==> src/rtl/auto_player_pkg.sv <==
// rtl/auto_player_pkg.sv - shared types and constants for the tug-of-war auto player
package auto_player_pkg;

    typedef enum logic [1:0] {
        ARMED    = 2'd0,
        COOLDOWN = 2'd1,
        FROZEN   = 2'd2
    } state_t;

    // Feedback taps for x^10 + x^7 + 1 (bits 9 and 6 of the shift register)
    localparam logic [9:0] LFSR_TAPS = 10'b1001000000;

    localparam logic [8:0] CENTER = 9'b000010000;

    function automatic logic is_onehot9(input logic [8:0] v);
        return (v != 9'd0) && ((v & (v - 9'd1)) == 9'd0);
    endfunction

endpackage

==> src/rtl/auto_player_lfsr10.sv <==
// rtl/auto_player_lfsr10.sv - 10-bit Fibonacci LFSR, advances every clock
module lfsr10
    import auto_player_pkg::*;
(
    input  logic       clk,
    input  logic       reset,
    input  logic [9:0] seed,
    output logic [9:0] q
);

    always_ff @(posedge clk) begin
        if (reset) begin
            q <= seed;
        end else begin
            q <= {q[8:0], ^(q & LFSR_TAPS)};
        end
    end

endmodule

==> src/rtl/auto_player.sv <==
// rtl/auto_player.sv - autonomous tug-of-war opponent issuing rate-limited press pulses
// Optional feature: AUTO_PLAYER_PANIC_EN (boosted skill and shorter cooldown near the losing edge)
module auto_player
    import auto_player_pkg::*;
#(
    parameter int         SIDE = 0,
    parameter int         DIV  = 32768,
    parameter int         HOLD = 3,
    parameter logic [9:0] SEED = 10'h2A5
) (
    input  logic       clk,
    input  logic       reset,
    input  logic [8:0] skill,
    input  logic [8:0] field,
    input  logic       win_any,
    output logic       press,
    output logic       frozen
);

    localparam int PW = $clog2(DIV);
    localparam int CW = $clog2(HOLD + 1);
    localparam logic [PW-1:0] PRESCALE_LAST = PW'(DIV - 1);
    localparam logic [CW-1:0] HOLD_CD       = CW'(HOLD);
    localparam int            PANIC_HOLD    = ((HOLD >> 1) < 1) ? 1 : (HOLD >> 1);
    localparam logic [CW-1:0] PANIC_CD      = CW'(PANIC_HOLD);
    localparam logic [8:0]    LOSE_MASK     = (SIDE == 0) ? 9'b000000011 : 9'b110000000;

    state_t        state, state_next;
    logic [PW-1:0] prescale;
    logic [CW-1:0] cooldown, cooldown_next;
    logic          press_next;
    logic          tick;
    logic          field_ok;
    logic [9:0]    lfsr_q;
    logic [8:0]    threshold;
    logic [CW-1:0] reload;

    lfsr10 u_lfsr (
        .clk   (clk),
        .reset (reset),
        .seed  (SEED),
        .q     (lfsr_q)
    );

    assign tick     = (prescale == PRESCALE_LAST);
    assign field_ok = is_onehot9(field);

`ifdef AUTO_PLAYER_PANIC_EN
    logic       panic;
    logic [9:0] skill_x2;
    logic       unused_cfg;

    assign panic     = |(field & LOSE_MASK);
    assign skill_x2  = {skill, 1'b0};
    assign threshold = !panic ? skill : (skill_x2[9] ? 9'h1FF : skill_x2[8:0]);
    assign reload    = panic ? PANIC_CD : HOLD_CD;
    assign unused_cfg = lfsr_q[9];
`else
    logic unused_cfg;

    assign threshold  = skill;
    assign reload     = HOLD_CD;
    assign unused_cfg = ^{lfsr_q[9], LOSE_MASK, PANIC_CD};
`endif

    always_comb begin
        state_next    = state;
        cooldown_next = cooldown;
        press_next    = 1'b0;
        unique case (state)
            ARMED: begin
                if (win_any) begin
                    state_next = FROZEN;
                end else if (tick && field_ok && (threshold > lfsr_q[8:0])) begin
                    press_next    = 1'b1;
                    cooldown_next = reload;
                    state_next    = COOLDOWN;
                end
            end
            COOLDOWN: begin
                if (win_any) begin
                    state_next = FROZEN;
                end else if (tick) begin
                    // The tick that empties the cooldown only re-arms; it cannot press
                    cooldown_next = cooldown - CW'(1);
                    if (cooldown == CW'(1)) begin
                        state_next = ARMED;
                    end
                end
            end
            FROZEN: begin
                cooldown_next = '0;
                if ((field == CENTER) && !win_any) begin
                    state_next = ARMED;
                end
            end
            default: begin
                state_next    = ARMED;
                cooldown_next = '0;
            end
        endcase
    end

    always_ff @(posedge clk) begin
        if (reset) begin
            state    <= ARMED;
            prescale <= '0;
            cooldown <= '0;
            press    <= 1'b0;
            frozen   <= 1'b0;
        end else begin
            state    <= state_next;
            prescale <= tick ? '0 : prescale + PW'(1);
            cooldown <= cooldown_next;
            press    <= press_next;
            frozen   <= (state_next == FROZEN);
        end
    end

endmodule

==> config.mk <==
export PLATFORM = sky130hd
export DESIGN_NAME = auto_player
export DESIGN_NICKNAME = d
export VERILOG_FILES = /design/src/rtl/auto_player_pkg.sv /design/src/rtl/auto_player_lfsr10.sv /design/src/rtl/auto_player.sv
export SDC_FILE = /design/constraint.sdc
export NUM_CORES = 1
export LEC_CHECK = 0
export CORE_ASPECT_RATIO = 1.75
export CORE_MARGIN = 2
export CORE_UTILIZATION = 40
export CTS_BUF_LIST = sky130_fd_sc_hd__clkbuf_2 sky130_fd_sc_hd__clkbuf_4 sky130_fd_sc_hd__clkbuf_8
export DETAILED_ROUTE_END_ITERATION = 8
export DONT_BUFFER_PORTS = 1
export PLACE_DENSITY_LB_ADDON = 0.12
export SYNTH_ARGS = -nofsm -noshare
export SYNTH_HDL_FRONTEND = slang
export SYNTH_HIERARCHICAL = 1
export SYNTH_SLANG_ARGS = --single-unit
==> constraint.sdc <==
create_clock -name clk -period 2 [get_ports clk]
set_input_delay 0 -clock clk [delete_from_list [all_inputs] [get_ports clk]]
set_output_delay 0 -clock clk [all_outputs]
set_load 0.02 [all_outputs]
## Word-level counts from Yosys, hierarchy flattened

Cells that the tools add are included.

| cells by class | value |
|---|---|
| order comparisons | 1 |
| equality and inequality tests | 10 |
| reduce and logical (&&, ||, !) cells | 12 |
| shift operators | 0 |
| div/mod/pow operators | 0 |
| add/sub/neg operators | 3 |
| bitwise operators | 2 |
| multipliers | 0 |
| mux-type cells | 13 |

Operators by type and width:

| cell | number |
|---|---|
| 2-to-1 mux 2 bit | 10 |
| adder 15 x 1 -> 15 bit, second input constant | 1 |
| == test 15 bit, second input constant | 1 |
| XOR reduction 10 bit | 1 |
| AND 9 bit | 1 |
| == test 9 x 5 -> 1 bit, second input constant | 1 |
| greater-than comparator 9 bit | 1 |
| logical NOT 9 bit | 1 |
| nonzero test 9 bit | 1 |
| subtractor 9 x 1 -> 9 bit, second input constant | 1 |
| inequality test 2 bit, second input constant | 4 |
| case mux 2 bit (3 select lines) | 1 |
| == test 2 x 1 -> 1 bit, second input constant | 2 |
| == test 2 bit, second input constant | 2 |
| logical AND 1 bit | 4 |
| case mux 2 bit (2 select lines) | 1 |
| AND reduction 4 bit | 1 |
| OR reduction 3 bit | 1 |
| logical NOT 2 bit | 1 |
| OR reduction 2 bit | 1 |
| subtractor 2 x 1 -> 2 bit, second input constant | 1 |
| logical NOT 1 bit | 1 |
| 2-to-1 mux 1 bit | 1 |
| NOT 1 bit | 1 |

| storage, ports and cells | value |
|---|---|
| input bits | 21 |
| flip-flop bits (word level) | 31 |
| word-level logic and storage cells | 47 |
| output and inout bits | 2 |
| memories | 0 |
| bits in writable memories | 0 |
| memory bits (read-only) | 0 |
| latch bits | 0 |

## Longest topological paths before layout

Gate-level depths: netlist of run 1.

| depth | value |
|---|---|
| depth after elaboration | 10 |
| mapped depth | 7 |
| depth with buffers taken out | 7 |

## Modules after synthesis

Netlist of run 1, hierarchy kept.

Modules (own cells, without submodules):

| module | sequential area each (um2) | times used | cells each | area an instance (um2) |
|---|---|---|---|---|
| auto_player | 420.4 | 1 | 155 | 1336.3 |
| lfsr10 | 200.2 | 1 | 23 | 360.3 |

## Worst setup path after synthesis of run 1

No wires, ideal clock.

| timing | value |
|---|---|
| path kind | reg-to-reg |
| from | reg prescale[0] |
| to | reg cooldown[0] |
| clock period less this slack | 1674 ps |
| path slack | 326 ps |
| library setup time | 132 ps |
| arrival time | 1542 ps |
| buffers on the path | 0 |
| data required time | 1868 ps |
| stages on the path, launching flop included | 7 |
| cells stage by stage | dfxtp_1 -> ha_1 -> nand4_1 -> nor4_4 -> o31a_1 -> mux2i_1 -> a211oi_2 |

| on the way | value |
|---|---|
| word-level cells in the longest chain between the ends | 5 |
| elaborated cells between the ends (all ways) | 6 |
| those cells by class | 3 x eq/ne; 3 x reduce/logical |

RTL lines:

| item | RTL line | RTL |
|---|---|---|
| start, declared | auto_player.sv:29 | `logic [PW-1:0] prescale;` |
| start signal, assigned | auto_player.sv:113 | `prescale <= tick ? '0 : prescale + PW'(1);` |
| == test 15 bit * | auto_player.sv:45 | `assign tick = (prescale == PRESCALE_LAST);` |
| logical AND 1 bit (2 in series) | auto_player.sv:74 | `end else if (tick && field_ok && (threshold > lfsr_q[8:0])) begin` |
| inequality test 2 bit (no line) | -- |  |
| AND reduction 4 bit (no line) * | -- |  |
| end signal, assigned | auto_player.sv:114 | `cooldown <= cooldown_next;` |
| end, declared | auto_player.sv:30 | `logic [CW-1:0] cooldown, cooldown_next;` |

Mark *: on every way between the ends. The rest lies on a longest branch, timed or not.
A chain may end at the register's enable or synchronous reset.

## Worst setup path in the final report of run 1

| timing | value |
|---|---|
| from | reg u_lfsr.q[1] |
| to | reg press |

| on the way | value |
|---|---|
| word-level cells in the longest chain between the ends | 3 |

RTL lines:

| item | RTL line | RTL |
|---|---|---|
| start, declared | auto_player_lfsr10.sv:8 | `output logic [9:0] q` |
| start signal, assigned | auto_player_lfsr10.sv:15 | `q <= {q[8:0], ^(q & LFSR_TAPS)};` |
| greater-than comparator 9 bit | auto_player.sv:74 |  |
| logical AND 1 bit | auto_player.sv:74 |  |
| 2-to-1 mux 1 bit | auto_player.sv:74 |  |
| end signal, assigned | auto_player.sv:115 | `press <= press_next;` |
| end, declared | auto_player.sv:16 | `output logic press,` |

Every way passes these cells.

==> results of run 1 <==
[flip-flops by register name (all words and copies together), names as in the netlist]
signal    count
frozen        1
press         1
state         2
u_lfsr/q     10
cooldown      2
prescale     15
[routing by layer]
layer / GRT usage, % / part of all wire [%] / vias to the layer above
li1: - / - / 659
met1: 18.0 / 37 / 624
met2: 27.7 / 54 / 30
met3: 5.81 / 5.2 / 14
met4: 10.3 / 4.0 / 0
met5: 0 / 0 / -
[Yosys cell counts, drive strengths merged]
master         number  share of area, %
a2111oi             1               1.6
a211o               1              0.52
a211oi              4               2.1
a21o                1              0.52
a21oi               5               1.5
a31oi               2              0.74
and3                1              0.44
and4                1              0.52
buf                 3               1.2
clkbuf              1              0.22
clkdlybuf4s18       1              0.59
conb                2              0.44
dfxtp              31                37
ha                 11               8.1
inv                14               3.1
maj3                1              0.59
mux2                9               7.7
mux2i               1              0.59
nand2               9               2.0
nand2b              2              0.74
nand3               7               2.1
nand4               7               2.9
nand4b              1              0.52
nor2               19               4.2
nor2b               1              0.37
nor3                7               2.1
nor4                4               2.7
nor4b               1              0.88
o2111ai             1              0.88
o211ai              2              0.88
o21a                1              0.44
o21ai               5               1.5
o311a               1              0.59
o31a                2               1.0
o32a                1              0.66
or2                 1              0.37
or3                 2              0.74
or4                 1              0.66
xnor2               9               4.6
xor2                4               2.1
[critical path: stages (launching register included)]
cell and delay [ns]:
dfxtp_1 0.34, inv_1 0.05, ha_1 0.29, nand2b_1 0.06, a211o_1 0.29, a31oi_1 0.25
o21ai_0 0.20, nor4b_2 0.26
[cell families after synthesis]
group	count (synthesis)
muxes	10
adders and majority gates	12
other	2
DFF	31
and+or+nand+nor	64
buffers and inverters	19
xor gates and xnor gates	13
AOI/OAI and AO/OA	27
[power groups by stage]
stage / sequential [uW] / combinational [uW] / clock, uW
2_1_floorplan: 679 / 138 / 0
3_3_place_gp: 686 / 155 / 0
3_5_place_dp: 687 / 158 / 0
4_1_cts: 673 / 172 / 527
5_1_grt: 676 / 194 / 556
6_report: 673 / 170 / 505
[cell usage in the layout, fill, tap and decap left out, types with 2 or more instances in the layout]
cell type | synthesis | routed
o211ai_1 | 2 | 2
nand4_1 | 6 | 6
or3_1 | 2 | 2
o21ai_0 | 4 | 4
ha_1 | 11 | 11
nand2b_1 | 2 | 2
a21oi_1 | 5 | 5
inv_1 | 14 | 14
a31oi_1 | 2 | 2
clkbuf_4 | 0 | 2
clkbuf_8 | 0 | 5
nor2_1 | 19 | 19
nor4_1 | 2 | 2
o31a_1 | 2 | 2
dlygate4sd3_1 | 0 | 2
buf_4 | 0 | 4
xnor2_1 | 9 | 9
xor2_1 | 4 | 4
dfxtp_1 | 31 | 31
mux2_4 | 8 | 8
nand2_1 | 9 | 9
nor3_1 | 7 | 7
a211oi_1 | 3 | 3
nand3_1 | 7 | 7
conb_1 | 2 | 10
[worst max path at each step]
stage	end	depth (start not counted)	startpoint	slack (ns)
2_1_floorplan	cooldown[0]	6	prescale[0]	0.33
3_3_place_gp	press	7	u_lfsr/q[1]	0.23
3_5_place_dp	press	7	u_lfsr/q[1]	0.18
4_1_cts	press	7	u_lfsr/q[1]	0.16
5_1_grt	press	7	u_lfsr/q[1]	0.02
6_report	press	7	u_lfsr/q[1]	0.18
[layout make-up]
| class | instances | area (um2) |
|---|---|---|
| multi-input combinational | 136 | 1020 |
| sequential | 31 | 621 |
| timing repair buffer | 6 | 50.0 |
| tap | 49 | 61.3 |
| clock inverter | 1 | 5.00 |
| fill | 430 | 2220 |
| inverter | 14 | 52.6 |
| clock buffer | 7 | 83.8 |
[stage by stage]
stage	cells	cell area [um2]	hold slack (ns)	utilization, %	setup slack, ns
floorplan	186	1730	0.153	-	0.326
global placement	234	1780	0.0673	43.4	0.231
CTS	244	1890	0.0366	46.0	0.162
global route	244	1890	0.0425	46.0	0.0249
detailed placement	234	1780	0.0715	43.4	0.184
finish	244	1890	0.0448	46.0	0.176
==> flow_summary.yaml, run 1 <==
power:
  internal_power_uw: 1010
  leakagePower_uw: 0.000751
  p_sw_share_pct: 25.2
  p_switching_uw: 339
  power_uw: 1350
  power_frac_clock_pct: 37.5
  power_frac_comb_pct: 12.6
  seqPwrFrac_pct: 49.9
  powerDensity_nw_per_um2: 712
  ir_drop_uv: 445
drt:
  drc: 0
  drt_iter0_markers: 21
  final_antenna_net_count: 0
  wire_per_inst_um: 14.6
  firstDrtPassIters: 4
  num_vias: 1327
  drt-total-wl_um: 3570
  vias_per_cell: 5.44
floorplanning:
  coreArea_um2: 4110
  die_x_um: 53.2
  fp.dieArea_um2: 4800
  start_util_pct: 41.3
  die-height_um: 90.2
  placementRows: 31
  ios: 23
synthesis:
  synth_cell_types: 48
  syn_avg_cell_area_um2: 9.53
  yosysSeqAreaShare_pct: 36.6
  synth_compound_area_share_pct: 12.9
  ys.warnings.count: 6
  synth_top_family_by_area: "simple AND/OR/NAND/NOR gates"
  yosys.area_share.simple_pct: 21.2
  synth_mux_area_share_pct: 8.33
  synth-xor-area-share_pct: 6.71
  ys_ff_latch: 31
  synth_area_um2: 1700
  synthAdderAreaFrac_pct: 8.70
  synthCells: 178
min_path:
  holdPathStages: 2
  min_path_type: "input port to flip-flop"
  hold_start: "reset"
  min_to: "prescale[1]"
clock_network:
  numClockSinks: 31
  clk_latency_ns: 0.29
  post_cts_resized: 0
  numCtsBuffers: 5
  htreeDepth: 2
  cts_tree: "yes"
  post_cts_buffers: 0
  cts_hold_repair.buffers: 2
  cts_root_buffer: "clkbuf_8"
  clkTransAtPathRegs_ns: 0.06
  cts_buffer_depth: 2
setup_path:
  rr_startpoint: "u_lfsr/q[1]"
  cp.arrival_ns: 2.03
  end_kind: "flip-flop"
  ff2ff_path_depth: 7
  cp-start-kind: "flip-flop"
  reg2reg_slack_ns: 0.18
  required_ns: 2.20
  r2r_end: "press"
  critPathMaxFanout: 2
  critical_path_class: "flip-flop to flip-flop"
timing:
  timing.final.max_slew_violations: 0
  tightest_slew_ns: 0.961
  fin_crit_sh_pct: 91.2
  rsz0062_at_grt: "no"
  setup_tns_ns: 0
  setup_viol: 0
  fin_crit_ns: 1.82
  hold_viol_final: 0
  slew_headroom_pct: 35.7
  fmax_ghz: 0.548
  fin_skew_ns: 0.00307
global_route:
  grt_pass1_wl_um: 6020
  antenna_found_initial: 0
  grt_pass1_vias: 1326
  grt_max_degree: 21
  grt_overflow_total: 0
  track_usage_pct: 17.1
place:
  gp_congestion: 0.819
  port-buffer-count: 0
  hpwl_um: 2740
final_layout:
  insertedDiodeCount: 0
  drive_gt1_share_pct: 16.9
  area_growth_pct: 11.6
  finalNetCount: 226
job:
  maxCapViolCount: 0
status:
  status: "finished clean"
Power figures use the tool's default switching activity.
==> inputs of run 2 (changes only) <==
Settings changed: CORE_UTILIZATION 40 to 25.
==> run 2 against run 1 <==
  * Cell count is 13% higher
  * Clock skew about the same
  * Critical path depth did not move
  * Non-clock buffer count fell by 2
  * Wire length is 0.53% lower
  * Cell area rose by 2.9%
  * Clock power rose by 28%
  * Worst setup slack worse by 0.033 ns
  * Via count is 2.9% lower
  * First-iteration DRC count grew 9.5%
  * Critical endpoint unchanged
==> flow_summary.yaml, run 2 (synthesized netlist as in run 1, its figures left out) <==
status:
  status: "finished clean"
drt:
  wire_per_inst_um: 12.9
  vias_per_cell: 4.69
  num_vias: 1289
  final_antenna_net_count: 0
  firstDrtPassIters: 4
  drc: 0
  drt_iter0_markers: 23
  drt-total-wl_um: 3550
clock_network:
  clkTransAtPathRegs_ns: 0.07
  htreeDepth: 2
  cts_tree: "yes"
  cts_buffer_depth: 2
  post_cts_resized: 0
  numCtsBuffers: 5
  cts_root_buffer: "clkbuf_8"
  clk_latency_ns: 0.28
  cts_hold_repair.buffers: 2
  numClockSinks: 31
  post_cts_buffers: 0
final_layout:
  largest_reg_flops: 15
  largest_register: "prescale"
  top_regs: "prescale x15, u_lfsr/q x10"
  insertedDiodeCount: 0
  area_growth_pct: 14.8
  multi_input_comb_area_um2: 1020
  final_util_pct: 29.8
  drive_gt1_share_pct: 16.1
  final_cell_mix: "31 x dfxtp_1, 19 x nor2_1, 14 x inv_1"
  fill_cells: 732
  finalNetCount: 224
  seq_area_um2: 621
  mostFrequentLayoutCell: "dfxtp_1"
global_route:
  track_usage_pct: 10.7
  grt_max_degree: 21
  grt_pass1_vias: 1339
  grt_pass1_wl_um: 6110
  antenna_found_initial: 0
  grt_overflow_total: 0
setup_path:
  cp-start-kind: "flip-flop"
  cp_slowest_cell: "dfxtp_1"
  critPathMaxFanout: 2
  crit_chain: "inv_1 -> ha_1 -> nand2_1 -> a211o_1 -> a31oi_1 -> o21ai_0 -> nor4b_2"
  required_ns: 2.18
  slowest_delay_ns: 0.36
  cp.arrival_ns: 2.04
  end_kind: "flip-flop"
  critical_path_class: "flip-flop to flip-flop"
floorplanning:
  start_util_pct: 25.9
  placementRows: 39
  coreArea_um2: 6540
  die_x_um: 66.3
  ios: 23
  die-height_um: 113
  fp.dieArea_um2: 7490
timing:
  hold_viol_final: 0
  slew_headroom_pct: 30.9
  timing.final.max_slew_violations: 0
  fin_crit_sh_pct: 92.9
  fin_crit_ns: 1.86
  setup_tns_ns: 0
  fin_skew_ns: 0.00339
  tightest_slew_ns: 1.03
  fmax_ghz: 0.538
  setup_viol: 0
  rsz0062_at_grt: "no"
power:
  ir_drop_uv: 270
  leakagePower_uw: 0.000753
  powerDensity_nw_per_um2: 762
place:
  port-buffer-count: 0
  hpwl_um: 2710
  gp_congestion: 0.732
min_path:
  min_path_type: "input port to flip-flop"
job:
  maxCapViolCount: 0
[run 2: cell count changes in the layout (fill, tap and decap cells not counted), sizes merged]
cell and delta:
buf -2, bufinv +1, clkbuf -1
[run 2: per-layer routing]
metal / share of wire, % / track usage, %
met4: 2.2 / 5.44
met2: 56 / 19.3
met3: 5.2 / 3.08
met5: 0 / 0
met1: 37 / 10.6
[run 2: final cells by class]
class / instances / share of cell area, %
clock inverters: 2 / 1.80
well taps: 82 / 5.27
inverters: 14 / 2.70
multi-input cells: 136 / 52.3
clock buffers: 6 / 4.24
repair buffers: 4 / 1.80
flip-flops and latches: 31 / 31.9
[run 2: critical path, delay by kind of cell (launching register included)]
kind / cells / cell delay (ns)
AO/OA/AOI/OAI: 3 / 0.68
flip-flops: 1 / 0.36
AND/OR/NAND/NOR: 2 / 0.38
buffers and inverters: 1 / 0.05
adder cells (fa/ha/maj): 1 / 0.28
[run 2: worst paths after layout]
kind	slack, ns	end	startpoint	cells past startpoint
min reg2reg	0.49	u_lfsr/q[2]	u_lfsr/q[1]	1
min	0.03	prescale[1]	reset	2
max	0.14	press	u_lfsr/q[4]	7
max reg2reg	0.14	press	u_lfsr/q[4]	7
[run 2: per-stage QoR]
stage / std cells / setup slack, ns / area (um2) / hold WS (ns) / total power [uW]
floorplan: 186 / 0.326 / 1730 / 0.153 / 816
global route: 275 / 0.0412 / 1950 / 0.0470 / 1570
detailed placement: 265 / 0.195 / 1810 / 0.0726 / 843
CTS: 275 / 0.146 / 1950 / 0.0264 / 1520
global placement: 265 / 0.185 / 1810 / 0.0709 / 842
finish: 275 / 0.143 / 1950 / 0.0316 / 1480
[run 2: power breakdown]
part,switching (uW),internal [uW]
combinational,77.7,86.7
sequential,26.3,648
clock,242,403
==> inputs of run 3 (changes only) <==
Settings changed: ABC_AREA from default to 1, TNS_END_PERCENT from default to 1.
==> run 3 against run 2 <==
  * Via count is 18% higher
  * Core utilization is 0.56 points lower
  * Combinational power hardly changed
  * Sequential share of layout area is 0.89 points lower
  * Global-route usage is 1.5 points higher
  * Flip-flop and latch count stayed put
  * Clock power is 21% lower
  * Non-clock buffer count stayed put
  * Synthesized cell count is 45% higher
==> flow_summary.yaml, run 3 <==
status:
  status: "finished clean"
timing:
  fmax_ghz: 0.588
  fin_crit_ns: 1.70
  fin_skew_ns: 0.00643
  timing.final.max_slew_violations: 0
  rsz0062_at_grt: "no"
  setup_tns_ns: 0
  tightest_slew_ns: 0.563
  setup_viol: 0
  fin_ws_ns: 0.299
  hold_viol_final: 0
  fin_crit_sh_pct: 85.0
  slew_headroom_pct: 62.3
place:
  hpwl_um: 3250
  dp_slack_ns: 0.306
  dp.cells: 350
  port-buffer-count: 0
  gp_congestion: 0.771
power:
  powerDensity_nw_per_um2: 670
  leakagePower_uw: 0.000970
  ir_drop_uv: 409
  power_uw: 1340
synthesis:
  synth.most_common_cell: "nand2_1"
  synth_cell_types: 27
  synth_area_um2: 1750
  synth_top_area_share_pct: 35.4
  yosysSeqAreaShare_pct: 35.4
  ys.warnings.count: 6
  netlist.top_cell.by_area: "dfxtp_1"
  synthCells: 258
  ys.flop_type: "dfxtp_1"
  async_reset_ff_share_pct: 0
  synth.top_cells.by_area: "dfxtp_1 35%, nand2_1 16%, inv_1 8.3%"
  syn_avg_cell_area_um2: 6.80
  synth_edf_count: 0
  ys_ff_latch: 31
  synth_common_cells: "74 x nand2_1, 39 x inv_1, 31 x dfxtp_1, 31 x nor2_1, 14 x nand3_1"
final_layout:
  fin_cells: 361
  final_cell_mix: "74 x nand2_1, 39 x inv_1, 31 x nor2_1, 31 x dfxtp_1, 14 x nand3_1"
  insertedDiodeCount: 0
  area_growth_pct: 14.3
  fill_cells: 773
  drive_gt1_share_pct: 10.1
  finalNetCount: 308
  final_util_pct: 29.2
  largest_reg_flops: 15
  top_regs: "prescale x15, u_lfsr/q x10"
  mostFrequentLayoutCell: "nand2_1"
  largest_register: "prescale"
setup_path:
  path_buf_inv: 1
  end_kind: "flip-flop"
  critPathMaxFanout: 4
  cp_slowest_cell: "dfxtp_1"
  cp.arrival_ns: 1.88
  cp_top_family: "simple AND/OR/NAND/NOR gates"
  required_ns: 2.18
  critical_path_class: "flip-flop to flip-flop"
  cp_common_cell: "nand2_1"
  crit_chain: "inv_1 -> ha_1 -> a21o_1 -> nor2_1 -> nand3_1 -> nand4_1 -> nand2_1 -> nand2_2 -> nand2_1 -> nand2_1 -> nor2_1"
  cp-start-kind: "flip-flop"
  slowest_delay_ns: 0.34
floorplanning:
  placementRows: 40
  fp.dieArea_um2: 7730
  coreArea_um2: 6860
  ios: 23
  start_util_pct: 25.6
  die_x_um: 67.3
  die-height_um: 115
clock_network:
  post_cts_buffers: 0
  clkTransAtPathRegs_ns: 0.07
  numClockSinks: 31
  cts_root_buffer: "clkbuf_8"
  numCtsBuffers: 5
  cts_buffer_depth: 2
  htreeDepth: 2
  clk_latency_ns: 0.28
  cts_tree: "yes"
  post_cts_resized: 0
drt:
  route.met2.wl_um: 2400
  highest_layer: "met4"
  wire_per_inst_um: 11.2
  wl_met1_um: 1470
  met3_length_um: 128
  final_antenna_net_count: 0
  drc: 0
  num_vias: 1518
  drt_iter0_markers: 45
  firstDrtPassIters: 3
  vias_per_cell: 4.20
  drt-total-wl_um: 4060
global_route:
  antenna_found_initial: 0
  grt_max_degree: 11
  grt_overflow_total: 0
  track_usage_pct: 12.2
  grt_pass1_wl_um: 7060
  grt_pass1_vias: 1560
min_path:
  min_path_type: "input port to flip-flop"
job:
  maxCapViolCount: 0
## run 3: cell count changes after synthesis, sizes merged, moves of 4 or more
| cell | before | now |
|---|---|---|
| nand2 | 9 | 78 |
| nand4 | 7 | 2 |
| nand3 | 7 | 15 |
| inv | 14 | 42 |
| xnor2 | 9 | 0 |
| a211oi | 4 | 0 |
| nor2 | 19 | 38 |
| mux2 | 9 | 0 |
## run 3: per-stage QoR
stage / instance area (um2) / hold slack (ns)
final: 2000 / 0.0203
after floorplan: 1780 / 0.0697
after global routing: 2000 / 0.0415
after CTS: 2000 / 0.0200
after global placement: 1890 / 0.0734
after detailed placement: 1890 / 0.0763
## run 3: final timing paths
path	from	endpoint	slack [ns]	cells past startpoint
worst min-delay path	field[5]	frozen	0.02	2
worst min register to register	prescale[0]	prescale[0]	0.45	1
worst max-delay path	u_lfsr/q[8]	cooldown[1]	0.30	11
worst max register to register	u_lfsr/q[8]	cooldown[1]	0.30	11
## run 3: cells by family after synthesis
family                   Yosys count  synth area share (%)
AO/OA/AOI/OAI                     17                  5.21
XOR/XNOR                           7                  3.92
adder cells (fa/ha/maj)           11                  7.85
buffers and inverters             44                  9.84
flip-flops                        31                  35.4
other                              2                 0.428
AND/OR/NAND/NOR                  146                  37.4
## run 3: repair_timing
action / in CTS / in global routing
hold endpoints to repair: 20 / 0
hold buffers: 3 / 0
setup endpoints to repair: 0 / 0
## run 3: cell type report
type / instances / area, um2 / share of cell area, %
Inverter: 43 / 161 / 8.05
Sequential cell: 31 / 621 / 31.0
Tap cell: 84 / 105 / 5.24
Timing Repair Buffer: 4 / 37.5 / 1.87
Clock inverter: 1 / 5.00 / 0.250
Clock buffer: 7 / 83.8 / 4.18
Multi-Input combinational cell: 191 / 991 / 49.4
## run 3: worst register-to-register path, stage by stage, from the launching register on
cell,delay (ns)
dfxtp_1,0.34
inv_1,0.05
ha_1,0.28
a21o_1,0.19
nor2_1,0.16
nand3_1,0.15
nand4_1,0.14
nand2_1,0.07
nand2_2,0.09
nand2_1,0.05
nand2_1,0.05
nor2_1,0.04
## run 3: report_power, final
part	switching, uW	internal [uW]
sequential	20.3	648
combinational	100	63.1
clock	240	271
## run 3: layer usage
metal	vias to the layer above	GRT usage, %
met1	675	11.8
met2	19	23.9
met4	0	4.63
met3	5	2.45
li1	819	-
met5	-	0
